## config.mk

```make
export PLATFORM = sky130hd
export DESIGN_NAME = wb_write_port
export DESIGN_NICKNAME = d
export VERILOG_FILES = /design/src/rtl/wb_write_port.sv
export SDC_FILE = /design/constraint.sdc
export NUM_CORES = 1
export LEC_CHECK = 0
export CAP_MARGIN = 20
export CORE_MARGIN = 5
export CORE_UTILIZATION = 35
export DETAILED_ROUTE_END_ITERATION = 12
export RECOVER_POWER = 100
export SYNTH_ARGS = -nofsm -noshare
export SYNTH_HDL_FRONTEND = slang
export SYNTH_SLANG_ARGS = --single-unit
```

## constraint.sdc

```tcl
create_clock -name clk -period 7 [get_ports clk]
set_input_delay 0.7 -clock clk [delete_from_list [all_inputs] [get_ports clk]]
set_output_delay 0.7 -clock clk [all_outputs]
set_load 0.02 [all_outputs]
```

## src/rtl/wb_write_port.sv

```systemverilog
// wb_write_port: merges in-order pipeline results (port 0) and long-latency unit results
//   (port 1) onto the single register-file write port, and flags pending writes for decode.
// Latency: one cycle from accepted result to we/waddr/wdata (registered outputs).
// Backpressure: port 0 never stalls and has priority; port 1 is buffered in an in-order
//   FIFO of DEPTH entries and p1_ready drops when that FIFO is full.
//
// Ports:
//   clk, rst                  clock, asynchronous active-high reset
//   p0_valid/p0_addr/p0_data  pipeline result, always accepted
//   p1_valid/p1_ready         long-latency handshake (transfer on valid & ready)
//   p1_addr/p1_data           long-latency result
//   we/waddr/wdata            registered regfile write port
//   re1/raddr_1 -> hz_1       read port 1 snoop, pending-write flag
//   re2/raddr_2 -> hz_2       read port 2 snoop, pending-write flag
module wb_write_port #(
  parameter int ADDR_W = 5,
  parameter int DATA_W = 32,
  parameter int DEPTH  = 4
) (
  input  logic              clk,
  input  logic              rst,
  input  logic              p0_valid,
  input  logic [ADDR_W-1:0] p0_addr,
  input  logic [DATA_W-1:0] p0_data,
  input  logic              p1_valid,
  output logic              p1_ready,
  input  logic [ADDR_W-1:0] p1_addr,
  input  logic [DATA_W-1:0] p1_data,
  output logic              we,
  output logic [ADDR_W-1:0] waddr,
  output logic [DATA_W-1:0] wdata,
  input  logic [ADDR_W-1:0] raddr_1,
  input  logic              re1,
  output logic              hz_1,
  input  logic [ADDR_W-1:0] raddr_2,
  input  logic              re2,
  output logic              hz_2
);

  localparam int PTR_W = $clog2(DEPTH);
  localparam int CNT_W = PTR_W + 1;

  // FIFO storage and bookkeeping
  logic [ADDR_W-1:0] fifo_addr_q [DEPTH];
  logic [DATA_W-1:0] fifo_data_q [DEPTH];
  logic [PTR_W-1:0]  rd_ptr_q, rd_ptr_d;
  logic [PTR_W-1:0]  wr_ptr_q, wr_ptr_d;
  logic [CNT_W-1:0]  count_q, count_d;

  // Output register
  logic              we_q, we_d;
  logic [ADDR_W-1:0] waddr_q, waddr_d;
  logic [DATA_W-1:0] wdata_q, wdata_d;

  // Per-cycle decisions
  logic p0_live, p1_take, p1_live, fifo_empty;
  logic pop, push, bypass;
  logic [DEPTH-1:0] ent_vld;
  logic hit_1, hit_2;

  // Ready depends on occupancy only; a same-cycle pop does not free a slot until next cycle.
  assign p1_ready = (count_q < CNT_W'(DEPTH));

  always_comb begin
    p0_live    = p0_valid & (p0_addr != '0);
    p1_take    = p1_valid & p1_ready;
    // Writes to $zero complete their handshake but are discarded here.
    p1_live    = p1_take & (p1_addr != '0);
    fifo_empty = (count_q == '0);

    pop    = ~p0_live & ~fifo_empty;
    // Empty FIFO and idle port 0: send p1 straight to the write register.
    bypass = ~p0_live & fifo_empty & p1_live;
    push   = p1_live & ~bypass;

    we_d    = 1'b0;
    waddr_d = waddr_q;
    wdata_d = wdata_q;
    if (p0_live) begin
      we_d    = 1'b1;
      waddr_d = p0_addr;
      wdata_d = p0_data;
    end else if (pop) begin
      we_d    = 1'b1;
      waddr_d = fifo_addr_q[rd_ptr_q];
      wdata_d = fifo_data_q[rd_ptr_q];
    end else if (bypass) begin
      we_d    = 1'b1;
      waddr_d = p1_addr;
      wdata_d = p1_data;
    end

    // DEPTH is a power of two, so pointer wrap is the natural overflow.
    rd_ptr_d = pop  ? rd_ptr_q + PTR_W'(1) : rd_ptr_q;
    wr_ptr_d = push ? wr_ptr_q + PTR_W'(1) : wr_ptr_q;
    count_d  = count_q + CNT_W'(push) - CNT_W'(pop);
  end

  // An entry is live when its distance from the head is below the occupancy.
  always_comb begin
    for (int i = 0; i < DEPTH; i++) begin
      ent_vld[i] = ({1'b0, PTR_W'(i) - rd_ptr_q} < count_q);
    end
  end

  // The output register counts as pending: its write lands at the next edge.
  always_comb begin
    hit_1 = we_q & (waddr_q == raddr_1);
    hit_2 = we_q & (waddr_q == raddr_2);
    for (int i = 0; i < DEPTH; i++) begin
      hit_1 = hit_1 | (ent_vld[i] & (fifo_addr_q[i] == raddr_1));
      hit_2 = hit_2 | (ent_vld[i] & (fifo_addr_q[i] == raddr_2));
    end
    hz_1 = re1 & (raddr_1 != '0) & hit_1;
    hz_2 = re2 & (raddr_2 != '0) & hit_2;
  end

  always_ff @(posedge clk or posedge rst) begin
    if (rst) begin
      we_q     <= 1'b0;
      waddr_q  <= '0;
      wdata_q  <= '0;
      rd_ptr_q <= '0;
      wr_ptr_q <= '0;
      count_q  <= '0;
      for (int i = 0; i < DEPTH; i++) begin
        fifo_addr_q[i] <= '0;
        fifo_data_q[i] <= '0;
      end
    end else begin
      we_q     <= we_d;
      waddr_q  <= waddr_d;
      wdata_q  <= wdata_d;
      rd_ptr_q <= rd_ptr_d;
      wr_ptr_q <= wr_ptr_d;
      count_q  <= count_d;
      if (push) begin
        fifo_addr_q[wr_ptr_q] <= p1_addr;
        fifo_data_q[wr_ptr_q] <= p1_data;
      end
    end
  end

  assign we    = we_q;
  assign waddr = waddr_q;
  assign wdata = wdata_q;

endmodule

```

# --- After elaboration in Yosys (flattened, before gate mapping) ---
# Cells that the tools add are included.
op_classes:
  add_sub_neg: 8
  order_cmp: 8
  eq_ne: 10
  muxes: 21
  n_bitwise: 34
  reduce_logical: 7
ops:
  columns: ["op", "count"]
  rows:
  - ["32-bit 2-to-1 mux", 6]
  - ["128-bit bitwise mux", 1]
  - ["32-bit binary-select mux with 2-bit select", 1]
  - ["32-bit demux with 2-bit select", 1]
  - ["5-bit == test", 10]
  - ["5-bit 2-to-1 mux", 6]
  - ["1-bit AND", 21]
  - ["20-bit bitwise mux", 1]
  - ["5-bit nonzero test", 4]
  - ["2-bit by 3-bit < comparator with 1-bit output", 4]
  - ["5-bit binary-select mux with 2-bit select", 1]
  - ["5-bit demux with 2-bit select", 1]
  - ["1-bit bitwise OR", 8]
  - ["3-bit >= comparator, second input constant", 2]
  - ["2-bit inverter with 3-bit output", 2]
  - ["2-bit by 1-bit adder with 2-bit output, second input constant", 2]
  - ["1-bit by 2-bit subtractor with 2-bit output, first input constant", 2]
  - ["2-bit subtractor, first input constant", 2]
  - ["3-bit by 1-bit adder with 3-bit output", 1]
  - ["3-bit zero test", 1]
  - ["3-bit by 1-bit < comparator with 1-bit output, second input constant", 1]
  - ["3-bit < comparator, second input constant", 1]
  - ["1-bit 2-to-1 mux", 3]
  - ["1-bit inverter", 3]
  - ["other kinds (3)", 3]
totals:
  ff_bits: 193
  input_bits: 90
  output_inout_bits: 41
  elab_cells: 102

# --- Logic depth before layout (Yosys ltp) ---
# Gate-level depths: netlist of the first run.
logic_depth:
  word_depth: 9
  ltp_mapped: 12
  ltp_nobuf: 11

# --- Worst setup path before layout of the first run ---
# OpenSTA, ideal clock, no wires.
synth_path:
  path_kind: "in2reg"
  from: "in p0_addr[2]"
  to: "reg count_q[2]"
  setup_time_ns: 0.126
  t_arrival_ns: 2.933
  t_required_ns: 6.874
  setup_slack_ns: 3.941
  path_stages: 12
  path_buffers: 2
  cell_sequence: "or4_1 -> o21ai_2 -> buf_2 -> and2_0 -> buf_2 -> ha_1 -> inv_1 -> ha_1 -> inv_1 -> fa_1 -> xnor2_1 -> xnor2_1"
synth_via:
  word_cells_on_any_way: 10
  classes_between: "add/sub: 2; bitwise: 7; reduce/logical: 1"
synth_lines:
  columns: ["element", "line_no", "rtl"]
  rows:
  - ["from (decl)", "23", "input logic [ADDR_W-1:0] p0_addr,"]
  - ["5-bit nonzero test", "65", "p0_live = p0_valid & (p0_addr != '0);"]
  - ["1-bit AND", "65", null]
  - ["1-bit inverter", "71", "pop = ~p0_live & ~fifo_empty;"]
  - ["1-bit AND", "71", null]
  - ["named net pop", "57", "logic pop, push, bypass;"]
  - ["3-bit by 1-bit subtractor with 3-bit output", "96", "count_d = count_q + CNT_W'(push) - CNT_W'(pop);"]
  - ["named net count_d[2]", "48", "logic [CNT_W-1:0] count_q, count_d;"]
  - ["to (signal assigned)", "136", "count_q <= count_d;"]
  - ["to (decl)", "48", null]
# The timed path passes the listed nets, and every way through them passes these cells.
# A chain may end at the register's enable or synchronous reset.

# --- Final worst setup path of the first run ---
layout_path:
  from: "in p0_addr[1]"
  to: "reg wdata_q[22], in the netlist wdata[22]"
layout_via:
  elab_chain_cells: 6
  word_cells_on_any_way: 9
  classes_between: "mux: 2; bitwise: 5; reduce/logical: 2"
layout_rtl:
  columns: ["element", "line_no", "rtl"]
  rows:
  - ["5-bit nonzero test *", "65", null]
  - ["1-bit AND *", "65", null]
  - ["1-bit inverter", "71, 73", null]
  - ["1-bit AND (on tied branches)", "73, 71", null]
  - ["1-bit AND / 32-bit 2-to-1 mux (equally long branches)", "73, 83", null]
  - ["3-bit nonzero test (no source line) / 32-bit 2-to-1 mux (equally long branches)", null, null]
  - ["to (signal assigned)", "133", "wdata_q <= wdata_d;"]
  - ["to (decl)", "53", "logic [DATA_W-1:0] wdata_q, wdata_d;"]
# Mark *: on every way between the ends. The rest lies on a longest branch, timed or not.

==> results.toml, run 1 <==
[outcome]
status = "finished with violations"
violations = "max-capacitance violations, max-slew violations"

[sta]
hold_viol_final = 0
setup_tns_ps = 0
setup_viol = 0
fin_worst_skew_ps = 25.4
max_freq_mhz = 222
slew_headroom_pct = -122
maxSlewViolCount = 83
hold_ws_ps = 489
worst_slew_pin_slew_ps = 3330
rsz0062_at_grt = "no"
final.min_clock_period_ps = 4500
finalCritPeriodShare_pct = 64.3

[setup_path]
rr_worst_depth = 6
r2r_slack_ps = 3000
endpoint_kind = "register"
worst_ep_required_time_ps = 7160
worstPathMaxFanout = 73
critPathMaxStageDelay_ps = 2350
worstSetupPathType = "in -> reg"
startpoint_type = "input pin"
critPathTopFamily = "buffers and inverters"
rr_endpoint = "wdata[22]$_DFFE_PP0P_"
path_cells = "dlygate4sd3_1 -> or4_1 -> o21ai_0 -> buf_12 -> and3_1 -> clkinv_1 -> clkbuf_1 -> a21oi_1"
slowest_stage = "clkbuf_1"
arrival_ps = 4660
crit_buf_inv = 4
r2r_start = "count_q[2]$_DFF_PP0_"

[detailed_routing]
via_per_inst = 4.99
routedWlPerCell_um = 19.1
num_vias = 6405
route.detailed.drc = 0
ant_nets = 0
drtIter0Drc = 344
wirelength_um = 24600
first_pass_iters = 4

[power_and_ir_drop]
max-vdd-ir-drop_v = 0.000197
power_density_nw_per_um2 = 451
leakage_nw = 4.87
finalPower_mw = 5.33

[global_route]
grt_overflow_total = 0
grt_pass1_vias = 6883
antenna_found_initial = 3
grt_max_degree = 125
grt_use_total_pct = 15.1
grt_pass1_wl_um = 39700

[synth]
yosys.cell_types.count = 36
ys_top_cells_by_area = "dfrtp_1, mux2_4, mux4_2"
postSynthCellCount = 785
synth_warnings = 0
avgSynthCellArea_sq_um = 13.1
synth_seq_cells = 193
synth_area_sq_um = 10300
synth_top_area_share_pct = 47.1
ys_seq_area_share_pct = 47.1
yosys.area.top_type = "dfrtp_1"
synthesis.nets = 886

[clocking]
clockBufferDepth = 2
htreeDepth = 4
postCtsHoldBufs = 0
cts_resized = 0
clkTransAtPathRegs_ps = 70
clock-root-buffer = "clkbuf_16"
cts.sinks = 193
clk_latency_ps = 440
numCtsBuffers = 17
post_cts.repair.setup_buffers = 0
cts_tree = "done"

[layout]
final_cells = 1284
fin_area_sq_um = 11800
final_layout_size_suffix_gt1_share_pct = 13.0
fillCellCount = 2839
mostFrequentLayoutCells = "dfrtp_1, mux2_1, clkdlybuf4s50_1"
ff_latch_area_sq_um = 4830
area.growth.synth_to_final_pct = 15.4
layout.nets = 986
final_common_cell = "dfrtp_1"
multi_input_area_sq_um = 4500

[placed_design]
dpl.hpwl_um = 14900
dp_cells = 1249
place_area_sq_um = 11700
io_buffers = 130
gp_congestion = 0.831

[die]
fp.dieW_um = 181
pin_count = 131
die_y_um = 181
dieArea_sq_um = 32800
rows = 62
start_util_pct = 35.5
core_area_sq_um = 28900

[hold_path]
whs_path_depth = 1
hold_path_class = "reg -> reg"
min_to = "fifo_data_q[38]$_DFFE_PP0P_"
min-delay-start = "fifo_data_q[38]$_DFFE_PP0P_"

[flow_run]
drv_cap = 2
==> sequential cells by signal, indices dropped and copies added (netlist names) <==
register	cells
we	1
count_q	3
waddr	5
fifo_addr_q	20
rd_ptr_q	2
wdata	32
wr_ptr_q	2
fifo_data_q	128
==> Yosys cell counts <==
library cell,instances
nor2b_1,1
nor3_1,5
dfrtp_1,193
o2bb2ai_1,2
buf_12,12
and2_0,1
nand2b_1,2
or4_1,4
a21oi_1,43
nor4_1,6
or3_1,1
ha_1,10
o21ai_2,1
inv_2,2
xnor2_1,29
buf_2,26
nand2_1,73
nor2_1,37
fa_1,1
inv_1,10
o211a_1,1
mux4_2,37
clkbuf_2,1
o211ai_2,1
xor2_1,27
mux2_2,28
o21ai_0,40
a21oi_4,1
mux2_4,120
nand3_1,41
a32oi_1,2
nand2_8,4
and3_1,1
clkbuf_1,17
nand4_1,1
a31oi_1,4
==> routing by layer <==
metal / track usage, % / wire length (um) / vias up
met5: 0 / 13 / -
met4: 2.94 / 163 / 2
met1: 21.8 / 12000 / 3265
li1: - / - / 2985
met2: 23.0 / 11100 / 138
met3: 4.28 / 1240 / 15
==> cell families after synthesis <==
kind of cell,Yosys count,share of synthesized area [%]
compound gates,95,5.10
xor+xnor,56,4.78
fa+ha+maj,11,1.41
buf+inv,68,4.72
flops,193,47.1
mux,185,28.8
simple gates,177,8.14
==> power breakdown <==
part / leakage [nW] / total [mW] / internal, mW / switching (mW)
sequential: 2.30 / 2.08 / 1.68 / 0.399
clock: 0.286 / 1.01 / 0.540 / 0.473
combinational: 2.29 / 2.24 / 1.18 / 1.06
total: 4.87 / 5.33 / 3.40 / 1.93
==> stage by stage <==
step	worst slack (ps)	util (%)
floorplan	1040	-
global placement	2660	40.4
detailed placement	2630	40.4
CTS	3080	42.5
global route	2040	41.0
finish	2500	41.0
==> cell type report <==
type / count / area share [%]
multi-input combinational: 524 / 38.0
sequential: 193 / 40.8
clock inverter: 15 / 1.51
clock buffer: 17 / 3.59
timing repair buffer: 137 / 11.5
tap: 384 / 4.06
antenna: 2 / 0.0423
inverter: 12 / 0.444
==> worst max-delay path by stage <==
stage / start / endpoint / slack [ps] / depth (start not counted)
finish: p0_addr[1] / wdata[22]$_DFFE_PP0P_ / 2500 / 8
floorplan: rst / count_q[0]$_DFF_PP0_ / 1040 / 1
CTS: p0_addr[2] / count_q[2]$_DFF_PP0_ / 3080 / 12
detailed placement: p0_addr[2] / count_q[2]$_DFF_PP0_ / 2630 / 12
global route: p0_addr[1] / wdata[22]$_DFFE_PP0P_ / 2040 / 9
global placement: p0_addr[2] / count_q[2]$_DFF_PP0_ / 2660 / 12
(Power assumes the default switching activity.)
==> run 2, diff against run 1 <==
==> constraint.sdc (replaced) <==
create_clock -name clk -period 4.6 [get_ports clk]
set_input_delay 0.46 -clock clk [delete_from_list [all_inputs] [get_ports clk]]
set_output_delay 0.46 -clock clk [all_outputs]
set_load 0.02 [all_outputs]
==> results.toml, run 2 (same netlist as run 1, synthesis figures left out) <==
[layout]
final_cells = 1287
fin_area_sq_um = 11800
fillCellCount = 2819
final_layout_size_suffix_gt1_share_pct = 13.6
area.growth.synth_to_final_pct = 15.5
final_common_cell = "dfrtp_1"
largest_register = "fifo_data_q"
mostFrequentLayoutCells = "dfrtp_1, mux2_1, clkdlybuf4s50_1"
largest_reg_flops = 128
layout.nets = 991

[global_route]
grt_pass1_vias = 6889
grt_max_degree = 60
grt_util_met2_pct = 24.6
grt_util_met3_pct = 3.30
grt_use_total_pct = 15.4
top_usage_layer = "met2"
grt_pass1_wl_um = 40200
grt_overflow_total = 0
antenna_found_initial = 0
grtUsageMet1_pct = 21.7

[power_and_ir_drop]
power_density_nw_per_um2 = 684
p_int_mw = 5.19
seqPwrFrac_pct = 39.7
p_clk_share_pct = 18.6
switchingPower_mw = 2.91
power.share.switching_pct = 35.9
leakage_nw = 4.91
max-vdd-ir-drop_v = 0.000299
pwr-share-comb_pct = 41.8

[detailed_routing]
first_pass_iters = 4
via_per_inst = 4.99
route.detailed.drc = 0
ant_nets = 0
drtIter0Drc = 251
wirelength_um = 24800
num_vias = 6428
routedWlPerCell_um = 19.3

[die]
core_area_sq_um = 28900
start_util_pct = 35.5
pin_count = 131
dieArea_sq_um = 32800
fp.dieW_um = 181
rows = 62
die_y_um = 181

[placed_design]
post-place-ws_ps = 1050
gp_congestion = 0.850
dpl.hpwl_um = 16200
dp_cells = 1255
place_area_sq_um = 11700
io_buffers = 130

[sta]
worst_slew_pin_slew_ps = 1870
maxSlewViolCount = 102
max_freq_mhz = 256
setup_tns_ps = 0
hold_viol_final = 0
slew_headroom_pct = -24.9
finalCritPeriodShare_pct = 84.8
setup_viol = 0
fin_worst_skew_ps = 12.2
rsz0062_at_grt = "no"
final.min_clock_period_ps = 3900
layout_setup_ws_ps = 701

[setup_path]
endpoint_kind = "register"
worstSetupPathType = "in -> reg"
path_common_cell = "inv_1"
worstPathMaxFanout = 23
arrival_ps = 4200
slowest_stage = "clkbuf_1"
startpoint_type = "input pin"
path_cells = "dlygate4sd3_1 -> or4_1 -> o21ai_4 -> clkbuf_1 -> a21oi_4 -> inv_1 -> ha_1 -> inv_1 -> ha_1 -> inv_1 -> fa_1 -> xnor2_1 -> xnor2_1"
critPathMaxStageDelay_ps = 830
worst_ep_required_time_ps = 4900

[clocking]
clockBufferDepth = 2
clk_latency_ps = 430
clkTransAtPathRegs_ps = 70
postCtsHoldBufs = 0
cts_tree = "done"
post_cts.repair.setup_buffers = 0
clock-root-buffer = "clkbuf_16"
cts.sinks = 193
cts_resized = 0
numCtsBuffers = 17
htreeDepth = 4

[outcome]
violations = "max-capacitance violations, max-slew violations"
status = "finished with violations"

[hold_path]
hold_path_class = "reg -> reg"

[flow_run]
drv_cap = 3
run 2: cell count changes in the layout (fill, tap and decap cells not counted), sizes merged:
cell	delta
clkdlybuf4s50	+1
diode	-1
buf	+1
inv	-3
dlygate4sd3	-1
clkinvlp	-2
clkbuf	+7
clkinv	+1
run 2: layer usage:
layer / vias up / part of all wire (%)
met5: - / 0
met4: 0 / 1.1
met3: 19 / 4.7
met2: 146 / 48
met1: 3284 / 47
li1: 2979 / -
run 2: layout make-up:
| type | count | area (sq um) | share of cell area [%] |
|---|---|---|---|
| diodes | 1 | 2.50 | 0.0211 |
| clock buffers | 20 | 457 | 3.86 |
| clock inverters | 11 | 130 | 1.10 |
| repair buffers | 142 | 1390 | 11.7 |
| flip-flops and latches | 193 | 4830 | 40.8 |
| inverters | 12 | 46.3 | 0.391 |
| multi-input cells | 524 | 4510 | 38.1 |
| well taps | 384 | 480 | 4.06 |
run 2: final timing paths:
check	start	endpoint	slack (ps)	depth (start not counted)
max in group asynchronous	rst	rd_ptr_q[1]$_DFFE_PP0N_	1380	3
setup / recovery	p0_addr[2]	count_q[2]$_DFF_PP0_	700	13
hold / removal	fifo_data_q[44]$_DFFE_PP0P_	fifo_data_q[44]$_DFFE_PP0P_	490	1
hold reg to reg	fifo_data_q[44]$_DFFE_PP0P_	fifo_data_q[44]$_DFFE_PP0P_	490	1
setup reg to reg	count_q[2]$_DFF_PP0_	count_q[2]$_DFF_PP0_	990	9
min in group asynchronous	rst	fifo_data_q[116]$_DFFE_PP0P_	780	2
run 2: critical path: cells and delay by family:
kind            cells  cell delay (ps)
compound gates      2              550
fa+ha+maj           3              730
xor+xnor            2              280
simple gates        1              570
buf+inv             5             1610
run 2: power by group through the flow:
stage	Sequential (mW)	Combinational (mW)	Clock, mW
CTS	3.25	4.02	1.54
global route	3.34	3.74	1.62
detailed placement	3.25	4.01	0
finish	3.21	3.39	1.50
floorplan	3.21	2.97	0
global placement	3.24	3.95	0
run 2: stage by stage:
stage | util [%] | total power [mW] | hold WS [ps]
after CTS | 42.7 | 8.81 | 500
after global placement | 40.7 | 7.19 | 484
final | 41.1 | 8.10 | 489
after detailed placement | 40.7 | 7.26 | 488
after global routing | 41.0 | 8.69 | 499
after floorplan | - | 6.18 | 474
